==> config.mk <==
export PLATFORM = sky130hd
export DESIGN_NAME = aes_blk_axis_tx
export DESIGN_NICKNAME = d
export VERILOG_FILES = /design/src/rtl/aes_blk_axis_tx.sv
export SDC_FILE = /design/constraint.sdc
export NUM_CORES = 1
export LEC_CHECK = 0
export CAP_MARGIN = 20
export CORE_UTILIZATION = 40
export CTS_CLUSTER_SIZE = 8
export DETAILED_ROUTE_END_ITERATION = 12
export GPL_TIMING_DRIVEN = 1
export PLACE_DENSITY_LB_ADDON = 0.25
export SLEW_MARGIN = 15
export SYNTH_ARGS = -nofsm -noshare
export SYNTH_HDL_FRONTEND = slang
export SYNTH_SLANG_ARGS = --single-unit
==> constraint.sdc <==
create_clock -name clk -period 9.45 [get_ports clk]
set_input_delay 2.3625 -clock clk [delete_from_list [all_inputs] [get_ports clk]]
set_output_delay 2.3625 -clock clk [all_outputs]
set_load 0.1 [all_outputs]
==> src/rtl/aes_blk_axis_tx.sv <==
// aes_blk_axis_tx: buffers 128-bit AES result blocks in a small FIFO and
// serializes them onto an AXI4-Stream master, most significant word first.
// Optional build macro AES_TX_BYTE_SWAP_EN reverses the byte order of every
// outgoing word. Timing is the same with or without it.
module aes_blk_axis_tx #(
  parameter int BLK_WIDTH  = 128,
  parameter int DATA_WIDTH = 32,
  parameter int FIFO_DEPTH = 4
) (
  input  logic                    clk,
  input  logic                    reset,
  input  logic                    blk_valid,
  output logic                    blk_ready,
  input  logic [BLK_WIDTH-1:0]    blk_data,
  input  logic                    blk_last,
  output logic                    m_axis_tvalid,
  output logic [DATA_WIDTH-1:0]   m_axis_tdata,
  output logic [DATA_WIDTH/8-1:0] m_axis_tstrb,
  output logic                    m_axis_tlast,
  input  logic                    m_axis_tready,
  output logic                    busy,
  output logic                    tx_done
);
  localparam int WORDS_PER_BLK = BLK_WIDTH / DATA_WIDTH;
  localparam int PTR_W = (FIFO_DEPTH > 1) ? $clog2(FIFO_DEPTH) : 1;
  localparam int CNT_W = PTR_W + 1;
  localparam int IDX_W = (WORDS_PER_BLK > 1) ? $clog2(WORDS_PER_BLK) : 1;
  localparam logic [IDX_W-1:0] LAST_IDX = IDX_W'(WORDS_PER_BLK - 1);
  localparam logic [CNT_W-1:0] FULL_CNT = CNT_W'(FIFO_DEPTH);

  typedef enum logic {IDLE, SEND} state_t;

  // Block FIFO storage (no reset: contents are qualified by count)
  logic [BLK_WIDTH-1:0] mem_data [FIFO_DEPTH];
  logic                 mem_last [FIFO_DEPTH];
  logic [PTR_W-1:0]     wr_ptr;
  logic [PTR_W-1:0]     rd_ptr;
  logic [CNT_W-1:0]     count;
  logic                 ready_en;

  // Serializer state
  state_t               state;
  logic [BLK_WIDTH-1:0] shift_reg;
  logic                 last_reg;
  logic [IDX_W-1:0]     word_idx;
  logic                 tvalid_reg;
  logic                 tx_done_reg;

  logic push;
  logic pop;
  logic hs;
  logic hs_final;
  logic fifo_empty;
  logic [DATA_WIDTH-1:0] head_word;
  logic [DATA_WIDTH-1:0] out_word;

  // ready_en keeps blk_ready low during reset and up to the first edge after it
  assign fifo_empty = (count == '0);
  assign blk_ready  = ready_en && (count != FULL_CNT);
  assign push       = blk_valid && blk_ready;
  assign hs         = tvalid_reg && m_axis_tready;
  assign hs_final   = hs && (word_idx == LAST_IDX);
  // The head is taken either by an idle serializer or back-to-back on the final word
  assign pop        = !fifo_empty && ((state == IDLE) || hs_final);

  // FIFO entry write
  always_ff @(posedge clk) begin
    if (push) begin
      mem_data[wr_ptr] <= blk_data;
      mem_last[wr_ptr] <= blk_last;
    end
  end

  // FIFO pointers, occupancy and ready enable
  always_ff @(posedge clk or posedge reset) begin
    if (reset) begin
      wr_ptr   <= '0;
      rd_ptr   <= '0;
      count    <= '0;
      ready_en <= 1'b0;
    end else begin
      ready_en <= 1'b1;
      if (push) wr_ptr <= wr_ptr + PTR_W'(1);
      if (pop)  rd_ptr <= rd_ptr + PTR_W'(1);
      case ({push, pop})
        2'b10:   count <= count + CNT_W'(1);
        2'b01:   count <= count - CNT_W'(1);
        default: count <= count;
      endcase
    end
  end

  // Serializer FSM: load a block, shift one word out per handshake
  always_ff @(posedge clk or posedge reset) begin
    if (reset) begin
      state       <= IDLE;
      shift_reg   <= '0;
      last_reg    <= 1'b0;
      word_idx    <= '0;
      tvalid_reg  <= 1'b0;
      tx_done_reg <= 1'b0;
    end else begin
      tx_done_reg <= hs_final && last_reg;
      case (state)
        IDLE: begin
          if (pop) begin
            shift_reg  <= mem_data[rd_ptr];
            last_reg   <= mem_last[rd_ptr];
            word_idx   <= '0;
            tvalid_reg <= 1'b1;
            state      <= SEND;
          end
        end
        SEND: begin
          if (hs) begin
            if (word_idx != LAST_IDX) begin
              shift_reg <= shift_reg << DATA_WIDTH;
              word_idx  <= word_idx + IDX_W'(1);
            end else if (pop) begin
              shift_reg <= mem_data[rd_ptr];
              last_reg  <= mem_last[rd_ptr];
              word_idx  <= '0;
            end else begin
              tvalid_reg <= 1'b0;
              state      <= IDLE;
            end
          end
        end
        default: state <= IDLE;
      endcase
    end
  end

  assign head_word = shift_reg[BLK_WIDTH-1 -: DATA_WIDTH];

`ifdef AES_TX_BYTE_SWAP_EN
  // Reverse byte order of the outgoing word (kernel buffer byte order)
  for (genvar gi = 0; gi < DATA_WIDTH/8; gi++) begin : g_swap
    assign out_word[gi*8 +: 8] = head_word[DATA_WIDTH-8-gi*8 +: 8];
  end
`else
  assign out_word = head_word;
`endif

  assign m_axis_tvalid = tvalid_reg;
  assign m_axis_tdata  = out_word;
  assign m_axis_tstrb  = '1;
  assign m_axis_tlast  = tvalid_reg && last_reg && (word_idx == LAST_IDX);
  assign busy          = !fifo_empty || (state == SEND);
  assign tx_done       = tx_done_reg;

endmodule

==> results of run 1 <==
[synth_stat cells (4+ instances only)]
cell                       number
sky130_fd_sc_hd__a221o_1       95
sky130_fd_sc_hd__a22o_1        33
sky130_fd_sc_hd__ha_1           6
sky130_fd_sc_hd__buf_4         36
sky130_fd_sc_hd__inv_1          5
sky130_fd_sc_hd__nor2_1         4
sky130_fd_sc_hd__edfxtp_1     516
sky130_fd_sc_hd__and2_1         4
sky130_fd_sc_hd__dfrtp_1      142
sky130_fd_sc_hd__mux4_2       129
sky130_fd_sc_hd__buf_8          6
sky130_fd_sc_hd__clkbuf_1      46
sky130_fd_sc_hd__buf_2         29
sky130_fd_sc_hd__buf_1          7
sky130_fd_sc_hd__xnor2_1        7
sky130_fd_sc_hd__and4_1        96
[kinds of logic after synthesis]
family                     Yosys count  share of synthesized area (%)
and+or+nand+nor                    116                           3.83
buffers and inverters              132                           2.98
AOI/OAI and AO/OA                  137                           5.18
adders and majority gates            7                          0.378
DFF                                658                           75.7
other                                1                         0.0149
xor gates and xnor gates             7                          0.244
muxes                              132                           11.7
[through the flow]
step	instances	worst slack (ns)	total power, mW
finish	2265	3.77	9.26
global route	2264	3.60	9.65
CTS	2262	3.72	9.37
detailed placement	2092	4.20	6.33
global placement	2092	4.27	6.30
floorplan	1194	3.28	5.74
[routing by layer]
metal  share of wire [%]  routed length, um
met1                  45              24900
met5                0.24                133
met3                 6.5               3620
met2                  47              26000
met4                 1.7                917
[worst max-delay path, delay by kind of cell, from the launching register on]
family        cells  cell delay [ns]
buf+inv           1             1.13
flops             1             0.45
simple gates      2             1.12
[final cells by class]
| type | instances | share of cell area, % |
|---|---|---|
| clock inverters | 5 | 0.208 |
| clock buffers | 165 | 8.70 |
| inverters | 6 | 0.0914 |
| repair buffers | 188 | 6.18 |
| diodes | 2 | 0.0166 |
| well taps | 837 | 3.48 |
| multi-input cells | 404 | 18.0 |
| flip-flops and latches | 658 | 63.3 |
[how the worst min path moves through the flow]
stage / start / endpoint / slack (ns) / cells past startpoint
3_3_place_gp: word_idx[1] / word_idx[1] / 0.49 / 1
6_report: shift_reg[2] / shift_reg[2] / 0.50 / 1
2_1_floorplan: word_idx[1] / word_idx[1] / 0.47 / 1
5_1_grt: shift_reg[16] / shift_reg[16] / 0.51 / 1
4_1_cts: shift_reg[32] / shift_reg[64] / 0.50 / 1
3_5_place_dp: shift_reg[30] / shift_reg[30] / 0.49 / 1
[power by group through the flow]
| stage | registers, mW | logic [mW] | clock network (mW) |
|---|---|---|---|
| 6_report | 3.98 | 2.26 | 3.02 |
| 5_1_grt | 4.03 | 2.42 | 3.21 |
| 4_1_cts | 3.98 | 2.31 | 3.09 |
| 3_5_place_dp | 4.03 | 2.31 | 0 |
| 3_3_place_gp | 4.01 | 2.29 | 0 |
| 2_1_floorplan | 3.89 | 1.85 | 0 |
==> out/results.tsv, run 1 <==
metric	value	unit
cts_htree_levels	3	
holdCritPathClass	reg2reg	
drive_above_1_share	18.6	%
die_h	253	um
grt_start_max_net_pins	130	
place.port_buffers	169	
ys_ff_latch	658	
slowest_delay	1.13	ns
route.vias.total	12500	
cts_setup_buffers	0	
max-clock-path-buffers	3	
synth_top_area_cell	sky130_fd_sc_hd__edfxtp_1	
run_status	complete, no violations	
worst_setup_path_end_kind	output pin	
static-leakage-power	10.4	nW
detailedRoute.firstIterationViolations	1054	
synth.distinct_cells	39	
crit_chain	or3_4 > or2_2 > clkdlybuf4s50_1	
postSynth.topFlopCell	sky130_fd_sc_hd__edfxtp_1	
fin_area	30100	um2
routedWlPerCell	24.5	um
gr-usage-met2	26.5	%
p_comb_share	24.5	%
synthesis.area	25200	um2
clk_latency_worst_skew_pair	0.62	ns
area_of_the_multi_input_gates	5430	um2
final.min_clock_period	5.68	ns
worst_hold_slack	0.502	ns
gr-max-usage-layer	met2	
syn-mean-instance-area	21.1	um2
layout_commonest_cell	sky130_fd_sc_hd__edfxtp_1	
share_of_synthesized_area_occupied_by_flip_flops_and_latches	75.7	%
critPathArrivalTime	3.32	ns
count_of_flip_flops_with_a_built_in_enable_after_synthesis	516	
netlist_top_cells_area	sky130_fd_sc_hd__edfxtp_1, sky130_fd_sc_hd__dfrtp_1, sky130_fd_sc_hd__mux4_2	
sequential_cell_area	19100	um2
first_pass_iters	5	
most-common-layout-cells	sky130_fd_sc_hd__edfxtp_1, sky130_fd_sc_hd__clkdlybuf4s50_1, sky130_fd_sc_hd__dfrtp_1, sky130_fd_sc_hd__mux4_2, sky130_fd_sc_hd__and4_1	
layout_area_overhead	19.6	%
finalHoldViolCount	0	
grt_pass1_vias	13000	
max_slew_margin	25.1	%
asyncSetResetFlopFracSynth	21.6	%
rsz0062_at_grt	no	
post-synth-top-area-fraction	61.6	%
dpl.hpwl	31300	um
max_stage_delay_cell_worst_path	sky130_fd_sc_hd__clkdlybuf4s50_1	
wire_length_of_the_first_global_routing_pass	84100	um
die_area	63900	um2
detail_route.vias_per_cell	5.52	
io-pin-count	174	
antenna_found_initial	11	
syn-instance-count	1190	
coreArea	61900	um2
worstRegToRegCells	5	
fp_rows	91	
layout.filler_cells	5119	
ir_drop	0.178	mV
numClockSinks	658	
cts_root_buffer	sky130_fd_sc_hd__clkbuf_16	
grt_util_met3	4.54	%
pwr-share-seq	43.0	%
placement.cell_area	27400	um2
final-setup-viol-count	0	
tritoncts_clock_tree	built	
yosys_warnings	0	
route.antenna.remaining_nets	0	
finalCoreUtilization	48.6	%
timing.final.max_slew_violations	0	
cts_repair_resize_count	0	
max_freq	176	MHz
r2r_setup_slack	6.01	ns
worstSetupStartpoint	count[0]	
pwr_density_cell	308	nW/um2
p_int	6.46	mW
switching_power_as_a_share_of_total_power	30.3	%
grt_overflow	0	
worst-setup-path-type	reg2out	
globalRouteTotalUtil	17.7	%
cts_inserted_buffers	92	
gr-usage-met1	25.5	%
final_net_count	1490	
worst_ep_required_time	7.09	ns
initial_utilization	40.6	%
timing.final.crit_share	60.1	%
reg2reg_from	rd_ptr[0]	
dieWidth	253	um
clockPowerShare	32.6	%
final.setup_skew	0.0221	ns
routabilityCongestion	0.734	
crit_path_end	busy	
power_switching	2.80	mW
clk_pin_slew_worst_paths	0.05	ns
worst_slew_pin_slew	1.12	ns
drc	0	
largest_register_ff_count	512	
drt_wl_total	55500	um
startpoint_type	register	
timing.max_cap.violations	0	
crit-reg2reg-capture	shift_reg[101]	
hold_buffers_post_cts	0	
final_sum_of_negative_setup_slack	0	ns
critical_path_fanout_max	101	
Power figures use the tool's default switching activity.
==> run 2: changes to the inputs <==
clock period = 5.5 ns   (was 9.45 ns; I/O delays follow)
==> run 2 against run 1 <==
Worst hold slack improved by 0.0021 ns; critical path type unchanged; die area is the same; utilization rose by 0.25 points; combinational power is 69% higher; setup slack worse by 2.4 ns; clock skew rose by 0.0011 ns; clock power grew 73%; count of clock-buffer cells in the layout fell by 1.
==> out/results.tsv, run 2 (synthesized netlist as in run 1, its figures left out) <==
metric	value	unit
run_status	complete, no violations	
finalCoreUtilization	48.8	%
antenna_found_initial	10	
route.antenna.remaining_nets	0	
dieWidth	253	um
critical_path_fanout_max	5	
startpoint_type	register	
fp_rows	91	
initial_utilization	40.6	%
final_cell_count_no_fill	2270	
max_stage_delay_cell_worst_path	sky130_fd_sc_hd__clkdlybuf4s50_1	
detailedRoute.firstIterationViolations	1014	
timing.hold.worst_path_depth	1	
clk_pin_slew_worst_paths	0.05	ns
cts_root_buffer	sky130_fd_sc_hd__clkbuf_16	
fin_area	30300	um2
drc	0	
max_freq	243	MHz
timing.hold.worst_endpoint	shift_reg[64]	
routedWlPerCell	24.7	um
die_h	253	um
max-clock-path-buffers	3	
hold_buffers_post_cts	0	
area_of_the_multi_input_gates	5430	um2
cts_htree_levels	3	
holdCritPathClass	reg2reg	
detail_route.vias_per_cell	5.46	
layout.filler_cells	5107	
tritoncts_clock_tree	built	
most-common-layout-cells	sky130_fd_sc_hd__edfxtp_1, sky130_fd_sc_hd__clkdlybuf4s50_1, sky130_fd_sc_hd__dfrtp_1, sky130_fd_sc_hd__mux4_2, sky130_fd_sc_hd__and4_1	
worst_ep_required_time	4.12	ns
r2r_setup_slack	2.60	ns
drt_wl_total	56000	um
coreArea	61900	um2
final.min_clock_period	4.12	ns
cts_setup_buffers	0	
path_buf_inv	1	
layout_area_overhead	20.2	%
power	16.0	mW
final_net_count	1494	
pwr_density_cell	529	nW/um2
grt_pass1_vias	12900	
dpl.hpwl	31900	um
final-setup-viol-count	0	
largest_register_ff_count	512	
final_sum_of_negative_setup_slack	0	ns
timing.max_cap.violations	0	
worst_slew_pin_slew	1.12	ns
placement.cell_area	27500	um2
rsz0062_at_grt	no	
first_pass_iters	5	
placed_cells_incl_taps	2097	
io-pin-count	174	
drive_above_1_share	18.9	%
slowest_delay	0.97	ns
wire_length_of_the_first_global_routing_pass	83700	um
cts_inserted_buffers	92	
timing.critical_path.max_delay_family	buffers and inverters	
grt_start_max_net_pins	101	
worstRegToRegCells	9	
timing.final.crit_share	74.9	%
place.port_buffers	169	
layout_commonest_cell	sky130_fd_sc_hd__edfxtp_1	
static-leakage-power	10.4	nW
globalRouteTotalUtil	17.8	%
critPathArrivalTime	2.74	ns
die_area	63900	um2
crit-reg2reg-capture	count[2]	
grt_overflow	0	
crit_chain	or3_4 > or2_2 > clkdlybuf4s50_1	
worst_setup_path_end_kind	output pin	
route.vias.total	12400	
cts_repair_resize_count	0	
timing.final.max_slew_violations	0	
max_slew_margin	25.2	%
final.setup_skew	0.0232	ns
sequential_cell_area	19100	um2
numClockSinks	658	
clk_latency_worst_skew_pair	0.63	ns
ir_drop	0.242	mV
routabilityCongestion	0.719	
finalHoldViolCount	0	
reg2reg_from	word_idx[0]	
worst-setup-path-type	reg2out	
min-delay-start	shift_reg[32]	
==> run 2: worst max-delay path by stage <==
| stage | slack, ns | to | startpoint | cells past startpoint |
|---|---|---|---|---|
| global route | 1.33 | busy | count[0] | 3 |
| finish | 1.38 | busy | count[0] | 3 |
| global placement | 1.81 | mem_data[2][117] | blk_valid | 4 |
| floorplan | 0.32 | count[0] | reset | 1 |
| detailed placement | 1.77 | mem_data[2][120] | blk_valid | 4 |
| CTS | 1.34 | busy | count[0] | 3 |
==> run 2: per-layer routing <==
layer  routed length [um]  up-vias  global-route usage, %
met3                 4160       82                   5.01
met1                24500     6514                   25.0
met5                   92        -                      0
met4                  926       14                   5.54
li1                     -     5396                      -
met2                26300      388                   26.9
==> run 2: cell type report <==
| class | count | share of cell area (%) |
|---|---|---|
| clock inverters | 7 | 0.372 |
| flip-flops and latches | 658 | 63.0 |
| well taps | 837 | 3.46 |
| diodes | 2 | 0.0165 |
| repair buffers | 192 | 6.53 |
| clock buffers | 164 | 8.61 |
| multi-input cells | 404 | 17.9 |
| inverters | 6 | 0.0910 |
==> run 2: where the power goes <==
| part | internal, mW | total, mW | switching [mW] | leakage, nW |
|---|---|---|---|---|
| clock network | 3.18 | 5.23 | 2.04 | 1.29 |
| registers | 6.28 | 6.95 | 0.663 | 6.56 |
| logic | 1.65 | 3.82 | 2.17 | 2.57 |
| total | 11.1 | 16.0 | 4.88 | 10.4 |
==> run 2: through the flow <==
step | worst slack, ns | hold slack [ns]
after global placement | 1.81 | 0.487
after detailed placement | 1.77 | 0.493
after floorplan | 0.315 | 0.470
final | 1.38 | 0.505
after global routing | 1.33 | 0.514
after CTS | 1.34 | 0.504
